**src/rtl/uart_tx_arbiter_pkg.sv**
```systemverilog
// Shared types and sizing helpers for the UART transmit arbiter.
package uart_arb_pkg;

    typedef enum logic [0:0] {
        ARB_IDLE  = 1'b0,
        ARB_GRANT = 1'b1
    } arb_state_e;

    localparam int DEFAULT_MAX_BURST = 64;

    function automatic int beat_cnt_width(input int max_burst);
        return $clog2(max_burst + 1);
    endfunction

    function automatic int idx_width(input int num_req);
        return (num_req > 1) ? $clog2(num_req) : 1;
    endfunction

endpackage

```
**src/rtl/uart_tx_arbiter_if.sv**
```systemverilog
// Requester-side and TX-FIFO-side stream signals of the UART transmit arbiter.
interface uart_tx_arbiter_if #(
    parameter int NUM_REQ   = 4,
    parameter int DATA_BITS = 8
);
    logic [NUM_REQ-1:0]           i_req_valid;
    logic [NUM_REQ*DATA_BITS-1:0] i_req_data;
    logic [NUM_REQ-1:0]           i_req_last;
    logic [NUM_REQ-1:0]           o_req_ready;
    logic                         o_tx_valid;
    logic [DATA_BITS-1:0]         o_tx_data;
    logic                         i_tx_ready;

    modport slave (
        input  i_req_valid, i_req_data, i_req_last, i_tx_ready,
        output o_req_ready, o_tx_valid, o_tx_data
    );

    modport master (
        output i_req_valid, i_req_data, i_req_last, i_tx_ready,
        input  o_req_ready, o_tx_valid, o_tx_data
    );
endinterface

```
**src/rtl/rr_priority_select.sv**
```systemverilog
// Combinational rotating priority encoder: picks the first set request
// strictly after i_last_idx, wrapping around modulo NUM_REQ.
module rr_priority_select #(
    parameter int NUM_REQ = 4,
    parameter int IDX_W   = 2
) (
    input  logic [NUM_REQ-1:0] i_req,
    input  logic [IDX_W-1:0]   i_last_idx,
    output logic [IDX_W-1:0]   o_sel,
    output logic               o_any_req
);
    logic [IDX_W-1:0] w_sel;
    logic             w_found;

    // Scan every position once, starting one past the previous winner.
    always_comb begin
        logic [IDX_W-1:0] v_idx;
        w_sel   = '0;
        w_found = 1'b0;
        v_idx   = '0;
        for (int k = 1; k <= NUM_REQ; k++) begin
            v_idx = IDX_W'((int'(i_last_idx) + k) % NUM_REQ);
            if (!w_found && i_req[v_idx]) begin
                w_sel   = v_idx;
                w_found = 1'b1;
            end else begin
                w_sel = w_sel;
            end
        end
    end

    assign o_sel     = w_sel;
    assign o_any_req = w_found;
endmodule

```
**src/rtl/uart_tx_arbiter.sv**
```systemverilog
// Round-robin packet arbiter sharing one UART TX FIFO write port among
// NUM_REQ byte-stream requesters, with a per-grant beat limit.
module uart_tx_arbiter
    import uart_arb_pkg::*;
#(
    parameter int NUM_REQ   = 4,
    parameter int DATA_BITS = 8,
    parameter int MAX_BURST = DEFAULT_MAX_BURST
) (
    input  logic               clk,
    input  logic               n_rst,
    uart_tx_arbiter_if.slave   io_bus,
    output logic [NUM_REQ-1:0] o_grant,
    output logic               o_busy,
    output logic               o_forced_release
);
    localparam int IDX_W = idx_width(NUM_REQ);
    localparam int CNT_W = beat_cnt_width(MAX_BURST);
    localparam logic [CNT_W-1:0]   CNT_LIMIT = CNT_W'(MAX_BURST);
    localparam logic [CNT_W-1:0]   CNT_ONE   = {{(CNT_W-1){1'b0}}, 1'b1};
    localparam logic [IDX_W-1:0]   IDX_LAST  = IDX_W'(NUM_REQ - 1);
    localparam logic [NUM_REQ-1:0] ONE_HOT_0 = {{(NUM_REQ-1){1'b0}}, 1'b1};

    arb_state_e           r_state, w_state_nxt;
    logic [NUM_REQ-1:0]   r_grant, w_grant_nxt;
    logic [IDX_W-1:0]     r_last_idx, w_last_idx_nxt;
    logic [CNT_W-1:0]     r_beat_cnt, w_beat_cnt_nxt;
    logic                 r_forced, w_forced_nxt;
    logic [IDX_W-1:0]     w_sel;
    logic                 w_any_req;
    logic                 w_handshake;
    logic [DATA_BITS-1:0] w_data_arr [NUM_REQ];
    logic [NUM_REQ-1:0]   w_req_ready;
    logic                 w_tx_valid;
    logic [DATA_BITS-1:0] w_tx_data;

    rr_priority_select #(
        .NUM_REQ (NUM_REQ),
        .IDX_W   (IDX_W)
    ) u_rr_sel (
        .i_req      (io_bus.i_req_valid),
        .i_last_idx (r_last_idx),
        .o_sel      (w_sel),
        .o_any_req  (w_any_req)
    );

    // Split the flat requester data bus into one byte per lane.
    always_comb begin
        for (int k = 0; k < NUM_REQ; k++) begin
            w_data_arr[k] = io_bus.i_req_data[k*DATA_BITS +: DATA_BITS];
        end
    end

    // Next-state, beat counting and the combinational grant data path.
    // While granted, r_last_idx is the granted requester's index.
    always_comb begin
        w_state_nxt    = r_state;
        w_grant_nxt    = r_grant;
        w_last_idx_nxt = r_last_idx;
        w_beat_cnt_nxt = r_beat_cnt;
        w_forced_nxt   = 1'b0;
        w_req_ready    = '0;
        w_tx_valid     = 1'b0;
        w_tx_data      = '0;
        w_handshake    = 1'b0;
        case (r_state)
            ARB_IDLE: begin
                if (w_any_req) begin
                    w_state_nxt    = ARB_GRANT;
                    w_grant_nxt    = ONE_HOT_0 << w_sel;
                    w_last_idx_nxt = w_sel;
                    w_beat_cnt_nxt = '0;
                end else begin
                    w_state_nxt = ARB_IDLE;
                end
            end
            ARB_GRANT: begin
                w_tx_valid              = io_bus.i_req_valid[r_last_idx];
                w_tx_data               = w_data_arr[r_last_idx];
                w_req_ready[r_last_idx] = io_bus.i_tx_ready;
                w_handshake             = w_tx_valid && io_bus.i_tx_ready;
                if (w_handshake) begin
                    w_beat_cnt_nxt = r_beat_cnt + CNT_ONE;
                    if (io_bus.i_req_last[r_last_idx]) begin
                        w_state_nxt = ARB_IDLE;
                        w_grant_nxt = '0;
                    end else if ((r_beat_cnt + CNT_ONE) == CNT_LIMIT) begin
                        w_state_nxt  = ARB_IDLE;
                        w_grant_nxt  = '0;
                        w_forced_nxt = 1'b1;
                    end else begin
                        w_state_nxt = ARB_GRANT;
                    end
                end else begin
                    w_beat_cnt_nxt = r_beat_cnt;
                end
            end
            default: begin
                w_state_nxt = ARB_IDLE;
                w_grant_nxt = '0;
            end
        endcase
    end

    // State, grant, round-robin pointer and beat counter registers.
    always_ff @(posedge clk) begin
        if (!n_rst) begin
            r_state    <= ARB_IDLE;
            r_grant    <= '0;
            r_last_idx <= IDX_LAST;
            r_beat_cnt <= '0;
            r_forced   <= 1'b0;
        end else begin
            r_state    <= w_state_nxt;
            r_grant    <= w_grant_nxt;
            r_last_idx <= w_last_idx_nxt;
            r_beat_cnt <= w_beat_cnt_nxt;
            r_forced   <= w_forced_nxt;
        end
    end

    assign io_bus.o_req_ready = w_req_ready;
    assign io_bus.o_tx_valid  = w_tx_valid;
    assign io_bus.o_tx_data   = w_tx_data;
    assign o_grant            = r_grant;
    assign o_busy             = (r_state == ARB_GRANT);
    assign o_forced_release   = r_forced;
endmodule

```
**src/flat_wrapper.sv**
```systemverilog
// flat-port wrapper written by rule: the top's interface ports become plain ports
module uart_tx_arbiter_flat import uart_arb_pkg::*;
#(
    parameter int NUM_REQ   = 4,
    parameter int DATA_BITS = 8,
    parameter int MAX_BURST = DEFAULT_MAX_BURST
)
  (clk, n_rst, o_grant, o_busy, o_forced_release, io_bus_i_req_valid, io_bus_i_req_data, io_bus_i_req_last, io_bus_i_tx_ready, io_bus_o_req_ready, io_bus_o_tx_valid, io_bus_o_tx_data);
  uart_tx_arbiter_if #(.NUM_REQ(NUM_REQ), .DATA_BITS(DATA_BITS)) io_bus_i ();
  input  logic clk;
  input  logic n_rst;
  output logic [NUM_REQ-1:0] o_grant;
  output logic o_busy;
  output logic o_forced_release;
  input wire logic [$bits(io_bus_i.i_req_valid)-1:0] io_bus_i_req_valid;
  input wire logic [$bits(io_bus_i.i_req_data)-1:0] io_bus_i_req_data;
  input wire logic [$bits(io_bus_i.i_req_last)-1:0] io_bus_i_req_last;
  input wire logic [$bits(io_bus_i.i_tx_ready)-1:0] io_bus_i_tx_ready;
  output wire logic [$bits(io_bus_i.o_req_ready)-1:0] io_bus_o_req_ready;
  output wire logic [$bits(io_bus_i.o_tx_valid)-1:0] io_bus_o_tx_valid;
  output wire logic [$bits(io_bus_i.o_tx_data)-1:0] io_bus_o_tx_data;
  assign io_bus_i.i_req_valid = io_bus_i_req_valid;
  assign io_bus_i.i_req_data = io_bus_i_req_data;
  assign io_bus_i.i_req_last = io_bus_i_req_last;
  assign io_bus_i.i_tx_ready = io_bus_i_tx_ready;
  assign io_bus_o_req_ready = io_bus_i.o_req_ready;
  assign io_bus_o_tx_valid = io_bus_i.o_tx_valid;
  assign io_bus_o_tx_data = io_bus_i.o_tx_data;
  uart_tx_arbiter #(.NUM_REQ(NUM_REQ), .DATA_BITS(DATA_BITS), .MAX_BURST(MAX_BURST)) u_core (.clk(clk), .n_rst(n_rst), .io_bus(io_bus_i), .o_grant(o_grant), .o_busy(o_busy), .o_forced_release(o_forced_release));
endmodule
```
**config.mk**
```make
export PLATFORM = sky130hd
export DESIGN_NAME = uart_tx_arbiter_flat
export DESIGN_NICKNAME = d
export VERILOG_FILES = /design/src/rtl/uart_tx_arbiter_pkg.sv /design/src/rtl/uart_tx_arbiter_if.sv /design/src/rtl/rr_priority_select.sv /design/src/rtl/uart_tx_arbiter.sv /design/src/flat_wrapper.sv
export SDC_FILE = /design/constraint.sdc
export NUM_CORES = 1
export LEC_CHECK = 0
export ABC_CLOCK_PERIOD_IN_PS = 2400
export BUFFER_PORTS_ARGS = -buffer_cell sky130_fd_sc_hd__buf_2
export CAP_MARGIN = 10
export CORE_MARGIN = 2
export CORE_UTILIZATION = 45
export DETAILED_ROUTE_END_ITERATION = 10
export GPL_ROUTABILITY_DRIVEN = 0
export PLACE_DENSITY = 0.87
export RECOVER_POWER = 50
export SYNTH_ARGS = -nofsm -noshare
export SYNTH_HDL_FRONTEND = slang
export SYNTH_SLANG_ARGS = --single-unit
```
**constraint.sdc**
```tcl
create_clock -name clk -period 2.4 [get_ports clk]
set_input_delay 0.48 -clock clk [delete_from_list [all_inputs] [get_ports clk]]
set_output_delay 0.48 -clock clk [all_outputs]
set_load 0.01 [all_outputs]
```
# ---- After elaboration in Yosys (flattened, before gate mapping)
# Cells that the tools add are included.
dict set report classes {
  n_addsub 5
  magnitude_cmp 7
  n_eq_ne 4
  shift 1
  mux 42
  bitwise_logic 5
  n_reduce_logical 12
}
# operator n
set op_table {}
lappend op_table {{two-way mux 8 bit} 3}
lappend op_table {{two-way mux 4 bit} 5}
lappend op_table {{two-way mux 1 bit} 17}
lappend op_table {{binary-select mux 8 bit (select 2 bit)} 1}
lappend op_table {{less-than comparator 2 x 3 -> 1 bit, second input constant} 5}
lappend op_table {{two-way mux 7 bit} 2}
lappend op_table {{one-hot mux 7 bit (2 select lines)} 1}
lappend op_table {{binary-select mux 1 bit (select 2 bit)} 6}
lappend op_table {{two-way mux 2 bit} 4}
lappend op_table {{one-hot mux 4 bit (2 select lines)} 1}
lappend op_table {{adder 7 x 1 -> 7 bit, second input constant} 1}
lappend op_table {{equality test 7 bit, second input constant} 1}
lappend op_table {{logical AND 1 bit} 5}
lappend op_table {{adder 2 x 1 -> 2 bit, second input constant} 2}
lappend op_table {{adder 2 bit, second input constant} 2}
lappend op_table {{bitwise AND 4 bit} 1}
lappend op_table {{!= test 2 bit, second input constant} 2}
lappend op_table {{AND reduction 2 bit} 2}
lappend op_table {{OR reduction 4 bit} 1}
lappend op_table {{<< shifter 1 x 2 -> 4 bit, first input constant} 1}
lappend op_table {{greater-or-equal comparator 3 bit, second input constant} 1}
lappend op_table {{zero test 1 bit} 3}
lappend op_table {{!= test 3 bit, second input constant} 1}
lappend op_table {{inverter 1 bit} 3}
lappend op_table {{5 further kinds} 5}
dict set report word_totals {
  reg_bits 15
  out_inout_bits 19
  wordCells 81
}

# ---- Longest topological paths before layout
# Gate-level depths: netlist of the first run.
dict set report depth {
  ltp_word 16
  mapped_depth 9
}

# ---- By module
# Synthesis of the first run repeated with hierarchy kept, for this count alone.
dict set report hier_totals {
  hier_cells 138
  hier_area_um2 1238.7
}
# mod instances cells_per_inst area_each_um2 seq_area_each_um2
set modules_own_cells {}
lappend modules_own_cells {uart_tx_arbiter 1 124 1147.4 300.3}
lappend modules_own_cells {rr_priority_select 1 14 91.3 0.0}

# ---- Worst setup path after synthesis of the first run
# No wires, ideal clock.
dict set report synth_path {
  path_type {reg-to-reg}
  startpoint {register u_core.r_last_idx[0]}
  endpoint {register u_core.r_grant[1] (netlist: u_core.o_grant[1])}
  arrival_ns 1.995
  t_required_ns 2.283
  path_slack_ns 0.288
  stages_incl_launch_ff 10
  n_path_buf 2
  synth_period_minus_slack_ns 2.112
  cell_sequence {dfxtp_1 -> buf_6 -> buf_2 -> inv_1 -> ha_1 -> mux2i_1 -> o211a_1 -> a21oi_4 -> inv_2 -> a32o_1}
}
dict set report synth_between {
  elab_chain_cells 16
  elab_cells_between_ends 40
}
# element line
set synth_lines {}
lappend synth_lines {{start, declared} uart_tx_arbiter.sv:26} ;# logic [IDX_W-1:0] r_last_idx, w_last_idx_nxt;
lappend synth_lines {{start signal, assigned} uart_tx_arbiter.sv:116} ;# r_last_idx <= w_last_idx_nxt;
lappend synth_lines {{adder 2 x 1 -> 2 bit} rr_priority_select.sv:22} ;# v_idx = IDX_W'((int'(i_last_idx) + k) % NUM_REQ);
lappend synth_lines {{binary-select mux 1 bit (select 2 bit)} rr_priority_select.sv:23} ;# if (!w_found && i_req[v_idx]) begin
lappend synth_lines {{two-way mux 1 bit (not written as such)} rr_priority_select.sv:23}
lappend synth_lines {{two-way mux 1 bit} rr_priority_select.sv:23}
lappend synth_lines {{zero test 1 bit} rr_priority_select.sv:23}
lappend synth_lines {{logical AND 1 bit} rr_priority_select.sv:23}
lappend synth_lines {{two-way mux 1 bit} rr_priority_select.sv:23}
lappend synth_lines {{zero test 1 bit} rr_priority_select.sv:23}
lappend synth_lines {{logical AND 1 bit} rr_priority_select.sv:23}
lappend synth_lines {{two-way mux 1 bit} rr_priority_select.sv:23}
lappend synth_lines {{zero test 1 bit} rr_priority_select.sv:23}
lappend synth_lines {{logical AND 1 bit} rr_priority_select.sv:23}
lappend synth_lines {{two-way mux 2 bit} rr_priority_select.sv:23}
lappend synth_lines {{<< shifter 1 x 2 -> 4 bit} uart_tx_arbiter.sv:70} ;# w_grant_nxt = ONE_HOT_0 << w_sel;
lappend synth_lines {{two-way mux 4 bit} uart_tx_arbiter.sv:68} ;# if (w_any_req) begin
lappend synth_lines {{one-hot mux 4 bit (2 select lines)} uart_tx_arbiter.sv:66} ;# case (r_state)
lappend synth_lines {{end signal, assigned} uart_tx_arbiter.sv:115} ;# r_grant <= w_grant_nxt;
lappend synth_lines {{end, declared} uart_tx_arbiter.sv:25} ;# logic [NUM_REQ-1:0] r_grant, w_grant_nxt;
# Several ways; a longest one is shown, not always the timed one. The select of a mux whose other input is x is not followed.
# A chain may end at the register's enable or synchronous reset.

# ---- Final worst setup path of the first run
dict set report layout_path {
  startpoint {register u_core.r_last_idx[1]}
  endpoint {output io_bus_o_tx_valid}
}
dict set report layout_between {
  elab_chain_cells 3
}
# element line
set layout_lines {}
lappend layout_lines {{binary-select mux 1 bit (select 2 bit)} uart_tx_arbiter.sv:78} ;# w_tx_valid = io_bus.i_req_valid[r_last_idx];
lappend layout_lines {{two-way mux 1 bit (not written as such)} uart_tx_arbiter.sv:78}
lappend layout_lines {{two-way mux 1 bit} uart_tx_arbiter.sv:66}
lappend layout_lines {{end, declared} flat_wrapper.sv:20} ;# output wire logic [$bits(io_bus_i.o_tx_valid)-1:0] io_bus_o_tx_valid;
# No other way between the ends. The select of a mux whose other input is x is not followed.

==> results_dict.tcl, run 1 <==
set metrics [dict create \
    holdPathStages 2 \
    cp-start-kind "flop" \
    antenna_found_initial 0 \
    crit_arrival_ps 1720 \
    crit_type "reg2out" \
    synth.area.top_cells "dfxtp_1 25%, mux4_2 18%, ha_1 5.1%" \
    die_area_um2 3140 \
    r2r-end "u_core.r_beat_cnt[0]" \
    path_clk_slew_ps 90 \
    track_usage_pct 22.1 \
    timing.setup.tns_ps 0 \
    worstHoldStart "n_rst" \
    dieWidth_um 56.1 \
    syn_avg_cell_area_um2 9.92 \
    syn_nets 171 \
    status "completed" \
    drt.antenna.violating_nets 0 \
    clock_latency_ps 280 \
    die_y_um 56.1 \
    layout_commonest_cell "buf_2" \
    fin_skew_ps 9.53 \
    start_util_pct 48.4 \
    vias_per_cell 5.97 \
    hold_buffers 0 \
    p_total_uw 746 \
    cts_buffer_depth 2 \
    finalNetCount 235 \
    cts-resized-gates 0 \
    dr.pass1.iters 4 \
    slew_violations 0 \
    final-setup-viol-count 0 \
    overflow 0 \
    reg2reg_slack_ps 210 \
    yosysSeqAreaShare_pct 24.6 \
    maxCapViolCount 0 \
    syn-cell-area_um2 1220 \
    syn_inst 123 \
    grt_pass1_vias 1274 \
    grt_start_max_net_pins 19 \
    cts_buffers 3 \
    clock-root-buffer "clkbuf_4" \
    ioPinCount 62 \
    worstPathRequired_ps 1920 \
    multi_input_area_um2 856 \
    dp_cells 212 \
    ys_ff_latch 15 \
    nFillCells 220 \
    yosysTopAreaCell "dfxtp_1" \
    postPlaceCellArea_um2 1550 \
    drtIter0Drc 36 \
    powerDensity_nw_per_um2 477 \
    whs_endpoint "u_core.r_last_idx[1]" \
    area_growth_pct 28.1 \
    postCtsSetupBuffers 0 \
    port_buffers 61 \
    fin_area_um2 1560 \
    r2r_cells 5 \
    peakVddDrop_v 0.000291 \
    ys_warn_count 0 \
    post-route-util_pct 62.0 \
    worst_slew_pin_slew_ps 579 \
    timing.fmax_ghz 0.454 \
    met2_usage_pct 46.1 \
    busiest_layer "met2" \
    coreArea_um2 2520 \
    cts_sinks 15 \
    timing.rr.start "u_core.r_last_idx[1]" \
    ys_types 38 \
    cts_tree "done" \
    worst_hold_path_type "in2reg" \
    crit_path_max_fanout 7 \
    most-common-layout-cells "54 x buf_2, 15 x dfxtp_1, 10 x mux4_2, 10 x nor2_1, 9 x and2_1" \
    routed_wl_um 3540 \
    vias 1290 \
    num_rows 18 \
    fin_crit_sh_pct 91.9 \
    drive_gt1_share_pct 41.9 \
    leakagePower_nw 0.747 \
    fin_cells 216 \
    hpwl_um 2900 \
    use_met1_pct 22.7 \
    diodes 0 \
    endpoint_kind "primary output" \
    routedWlPerCell_um 16.4 \
    hold_viol 0 \
    finalCriticalPeriod_ps 2200 \
    grt_pass1_wl_um 5580 \
    maxSlewHeadroom_pct 61.3 \
    regArea_um2 300 \
    rsz0062_at_grt "no" \
    htreeDepth 1 \
    drcViolationCount 0 \
    yosysTopAreaCellShare_pct 24.6 \
    grt_util_met3_pct 3.26 \
]
sequential cells by signal, summed over array words and instances, names as in the netlist:
name / count
u_core.r_beat_cnt: 7
u_core.o_grant: 4
u_core.r_last_idx: 2
u_core.o_busy: 1
u_core.o_forced_release: 1
synthesized netlist by cell type:
cell type,instances
o22a_1,1
nor4b_1,1
or2_2,1
a32o_1,4
o31ai_4,1
a21oi_1,7
buf_6,2
or4_1,1
nand2b_1,2
ha_1,5
mux4_1,1
inv_1,4
o211a_1,3
nor2_1,10
a21oi_4,1
buf_2,2
o21ai_0,2
inv_2,1
nand3_2,1
nand3_1,6
o22ai_1,1
mux2_2,1
a41oi_1,1
a31oi_1,3
o221a_2,1
clkbuf_1,2
and3_1,5
o211ai_1,2
dfxtp_1,15
nand2_1,4
nor3_1,3
nand2_2,1
a21boi_0,1
o21a_1,1
and2_1,9
or3_1,2
mux2i_1,5
mux4_2,10
cells by family (layout without fill, tap and decap cells):
group,after synthesis,in the layout,synth area share [%]
AND/OR/NAND/NOR,46,46,20.4
AO/OA/AOI/OAI,29,29,19.4
multiplexers,17,17,25.6
flip-flops,15,15,24.6
buffers and inverters,11,74,4.82
adder cells (fa/ha/maj),5,5,5.13
final cells by class:
| type | count | share of cell area, % |
|---|---|---|
| clock buffers | 4 | 1.68 |
| inverters | 5 | 1.20 |
| multi-input cells | 97 | 54.8 |
| flip-flops and latches | 15 | 19.2 |
| well taps | 30 | 2.40 |
| repair buffers | 65 | 20.7 |
worst max path at each step:
stage | from | to | slack (ps)
final | u_core.r_last_idx[1] | io_bus_o_tx_valid | 200
after global placement | io_bus_i_req_valid[1] | u_core.r_beat_cnt[0] | 410
after detailed placement | io_bus_i_req_valid[1] | u_core.r_beat_cnt[0] | 330
after global routing | u_core.r_last_idx[1] | u_core.o_grant[0] | 110
after CTS | u_core.r_last_idx[1] | io_bus_o_tx_valid | 190
after floorplan | u_core.r_last_idx[0] | u_core.o_grant[1] | 290
routing by layer:
metal | routed length [um] | vias to the layer above
li1 | - | 601
met1 | 1340 | 629
met2 | 2020 | 56
met3 | 166 | 4
met4 | 16 | 0
met5 | 0 | -
critical path, stage by stage, from the launching register on:
cell	delay (ps)
dfxtp_1	530
mux4_2	600
and2_1	180
buf_2	130
through the flow:
step	worst slack, ps	hold WS (ps)
after floorplan	288	506
after global placement	406	446
after detailed placement	326	449
after CTS	192	462
after global routing	114	464
final	195	465
power breakdown:
part           internal (mW)  switching (mW)
sequential             0.264          0.0179
clock                 0.0644          0.0763
combinational          0.162           0.161
total                  0.491           0.256
(Power assumes the default switching activity.)
==> inputs of run 2 (changes only) <==
- MAX_ROUTING_LAYER: default -> met4
==> run 2 against run 1 <==
Effect of this change: die area unchanged; global-route usage up 0.51 points; core utilization unchanged; critical path depth unchanged; critical path type unchanged; clock-buffer cell count unchanged; largest cell class unchanged; power about the same.
==> results_dict.tcl, run 2 (synthesis gave the netlist of run 1 again) <==
set metrics [dict create \
    vias_per_cell 5.84 \
    cts_sinks 15 \
    maxCapViolCount 0 \
    grt_pass1_vias 1282 \
    ioPinCount 62 \
    worst_hold_path_type "in2reg" \
    num_rows 18 \
    slew_violations 0 \
    port_buffers 61 \
    endpoint_kind "primary output" \
    hold_viol 0 \
    most-common-layout-cells "54 x buf_2, 15 x dfxtp_1, 10 x mux4_2, 10 x nor2_1, 9 x and2_1" \
    drcViolationCount 0 \
    finalNetCount 235 \
    worstHoldStart "n_rst" \
    nFillCells 220 \
    timing.fmax_ghz 0.455 \
    cts-resized-gates 0 \
    powerDensity_nw_per_um2 477 \
    holdPathStages 2 \
    maxSlewHeadroom_pct 62.4 \
    drive_gt1_share_pct 41.9 \
    rsz0062_at_grt "no" \
    cp-start-kind "flop" \
    leakagePower_nw 0.747 \
    finalCriticalPeriod_ps 2200 \
    whs_endpoint "u_core.r_last_idx[1]" \
    die_y_um 56.1 \
    crit_type "reg2out" \
    fin_crit_sh_pct 91.7 \
    clock_latency_ps 280 \
    diodes 0 \
    drtIter0Drc 40 \
    routedWlPerCell_um 16.4 \
    hold_ws_ps 465 \
    reg2reg_slack_ps 230 \
    grt_start_max_net_pins 19 \
    antenna_found_initial 0 \
    final-setup-viol-count 0 \
    coreArea_um2 2520 \
    crit_arrival_ps 1720 \
    timing.setup.tns_ps 0 \
    largest_reg_flops 7 \
    status "completed" \
    fin_skew_ps 9.01 \
    htreeDepth 1 \
    track_usage_pct 22.6 \
    r2r_cells 5 \
    cts_buffers 3 \
    postCtsSetupBuffers 0 \
    peakVddDrop_v 0.000291 \
    start_util_pct 48.4 \
    dr.pass1.iters 4 \
    vias 1261 \
    r2r-end "u_core.r_beat_cnt[0]" \
    largest-register "u_core.r_beat_cnt" \
    layout_commonest_cell "buf_2" \
    grt_pass1_wl_um 5550 \
    hold_buffers 0 \
    area_growth_pct 28.1 \
    routed_wl_um 3550 \
    drt.antenna.violating_nets 0 \
    dieWidth_um 56.1 \
    die_area_um2 3140 \
    cts_tree "done" \
    worst_slew_pin_slew_ps 563 \
    timing.rr.start "u_core.r_last_idx[1]" \
    hpwl_um 2900 \
    worstPathRequired_ps 1920 \
    cts_buffer_depth 2 \
    clock-root-buffer "clkbuf_4" \
    crit_path_max_fanout 7 \
    overflow 0 \
    path_clk_slew_ps 90 \
]
run 2: cell counts in the layout (fill, tap and decap cells not counted):
No cell type changed its count.
run 2: worst max-delay path by stage:
stage | endpoint | cells after the start | from | slack, ps
CTS | io_bus_o_tx_valid | 3 | u_core.r_last_idx[1] | 190
floorplan | u_core.o_grant[1] | 9 | u_core.r_last_idx[0] | 290
global route | u_core.o_grant[0] | 5 | u_core.r_last_idx[1] | 110
global placement | u_core.r_beat_cnt[0] | 7 | io_bus_i_req_valid[1] | 410
finish | io_bus_o_tx_valid | 3 | u_core.r_last_idx[1] | 200
detailed placement | u_core.r_beat_cnt[0] | 7 | io_bus_i_req_valid[1] | 330
run 2: cell type report:
cell class              instances  area, um2  share of cell area [%]
multi-input cells              97        856                    54.8
repair buffers                 65        324                    20.7
flip-flops and latches         15        300                    19.2
well taps                      30       37.5                    2.40
clock buffers                   4       26.3                    1.68
inverters                       5       18.8                    1.20
run 2: metal layers:
layer | vias up | global-route usage (%) | share of wire (%)
li1 | 601 | - | -
met1 | 619 | 22.4 | 39
met2 | 39 | 45.9 | 57
met3 | 2 | 3.02 | 3.7
met4 | 0 | 4.42 | 0.54
met5 | - | - | 0
run 2: power breakdown:
part           switching, mW  internal [mW]
clock                 0.0759         0.0644
sequential            0.0178          0.264
combinational          0.161          0.162
run 2: per-stage QoR:
step,utilization [%],std cells,worst slack [ps],total power [mW],instance area [um2]
4_1_cts,62.6,216,192,0.754,1580
5_1_grt,62.0,216,114,0.788,1560
3_5_place_dp,61.6,212,326,0.615,1550
3_3_place_gp,61.6,212,406,0.594,1550
6_report,62.0,216,200,0.746,1560
2_1_floorplan,-,123,288,0.505,1220
run 2: critical path, stage by stage (launching register included):
cell and delay (ps):
dfxtp_1 530, mux4_2 600, and2_1 180, buf_2 130
==> inputs of run 3 (changes only) <==
- PLACE_DENSITY: 0.87 -> 0.89
==> run 3 against run 2 <==
Effect of this change: first-iteration DRC count is 43% lower; clock skew shrank 1.7 ps; register-to-register slack improved by 60 ps; worst hold slack worse by 17 ps; largest power group unchanged; highest routed layer unchanged.
==> results_dict.tcl, run 3 (synthesis gave the netlist of run 1 again) <==
set metrics [dict create \
    timing.fmax_ghz 0.467 \
    maxCapViolCount 0 \
    port_buffers 61 \
    vias 1218 \
    postCtsSetupBuffers 0 \
    largest-register "u_core.r_beat_cnt" \
    area_growth_pct 28.2 \
    most-common-layout-cells "53 x buf_2, 15 x dfxtp_1, 10 x mux4_2, 10 x nor2_1" \
    hold_buffers 0 \
    cts_sinks 15 \
    r2r-end "u_core.r_beat_cnt[0]" \
    cts_buffers 3 \
    drt.antenna.violating_nets 0 \
    whs_endpoint "u_core.r_last_idx[1]" \
    timing.setup.tns_ps 0 \
    vias_per_cell 5.64 \
    postPlaceCellArea_um2 1550 \
    cts-resized-gates 0 \
    hold_ws_ps 448 \
    crit_arrival_ps 1660 \
    status "completed" \
    cts_tree "done" \
    reg2reg_slack_ps 290 \
    powerDensity_nw_per_um2 476 \
    endpoint_kind "primary output" \
    r2r_cells 5 \
    track_usage_pct 22.3 \
    clock-root-buffer "clkbuf_4" \
    overflow 0 \
    worst_slew_pin_slew_ps 580 \
    crit_family "multiplexers" \
    die_area_um2 3140 \
    cp-start-kind "flop" \
    cts_buffer_depth 2 \
    diodes 0 \
    slew_violations 0 \
    hold_viol 0 \
    cp_slowest_stage_delay_ps 580 \
    rsz0062_at_grt "no" \
    fin_area_um2 1560 \
    grt_pass1_vias 1248 \
    grt_start_max_net_pins 19 \
    worstPathRequired_ps 1920 \
    hpwl_um 2730 \
    finalCriticalPeriod_ps 2140 \
    routed_wl_um 3250 \
    fin_skew_ps 7.28 \
    antenna_found_initial 0 \
    path_cells "mux4_2 -> and2_1 -> buf_2" \
    drive_gt1_share_pct 41.4 \
    path_clk_slew_ps 80 \
    dieWidth_um 56.1 \
    clock_latency_ps 290 \
    final-setup-viol-count 0 \
    crit_type "reg2out" \
    start_util_pct 48.4 \
    dr.pass1.iters 4 \
    htreeDepth 1 \
    maxSlewHeadroom_pct 61.3 \
    drcViolationCount 0 \
    timing.rr.start "u_core.r_last_idx[1]" \
    drtIter0Drc 23 \
    worst-path-buf-inv 1 \
    num_rows 18 \
    grt_pass1_wl_um 5540 \
    ioPinCount 62 \
    coreArea_um2 2520 \
    layout_commonest_cell "buf_2" \
    post-route-util_pct 62.0 \
    routedWlPerCell_um 15.0 \
    die_y_um 56.1 \
    largest_reg_flops 7 \
    finalNetCount 235 \
    worst_path_max_delay_cell "mux4_2" \
    worstHoldStart "n_rst" \
    leakagePower_nw 0.743 \
    worst_hold_path_type "in2reg" \
    peakVddDrop_v 0.000354 \
    crit_path_max_fanout 7 \
    holdPathStages 2 \
    fin_crit_sh_pct 89.2 \
]
## run 3: how the worst max path moves through the flow
| stage | cells after the start | from | slack (ps) | end |
|---|---|---|---|---|
| after floorplan | 9 | u_core.r_last_idx[0] | 290 | u_core.o_grant[1] |
| after global placement | 6 | io_bus_i_req_valid[1] | 400 | u_core.o_grant[0] |
| after CTS | 3 | u_core.r_last_idx[1] | 240 | io_bus_o_tx_valid |
| after global routing | 5 | u_core.r_last_idx[1] | 140 | u_core.r_beat_cnt[2] |
| after detailed placement | 6 | io_bus_i_req_valid[1] | 270 | u_core.o_grant[0] |
| final | 3 | u_core.r_last_idx[1] | 260 | io_bus_o_tx_valid |
## run 3: area by class of cell
class | instances | area (um2)
Sequential cell | 15 | 300
Clock buffer | 4 | 26.3
Fill cell | 218 | 958
Tap cell | 30 | 37.5
Timing Repair Buffer | 65 | 325
Inverter | 5 | 18.8
Multi-Input combinational cell | 97 | 856
## run 3: per-stage QoR
step	instances	worst slack, ps	power (mW)
floorplan	123	288	0.505
global placement	212	401	0.595
detailed placement	212	268	0.614
CTS	216	240	0.752
global route	216	143	0.787
finish	216	259	0.744
## run 3: power by group
part	total (mW)	switching, mW	internal [mW]
combinational	0.322	0.158	0.164
sequential	0.282	0.0175	0.264
clock	0.140	0.0754	0.0647
total	0.744	0.251	0.493
## run 3: routing by layer
metal	part of all wire (%)	vias up	global-route usage [%]	wire, um
li1	-	602	-	-
met1	38	567	23.3	1230
met2	56	40	43.0	1800
met3	4.1	9	2.09	132
met4	2.3	0	7.82	75
met5	0	-	-	0
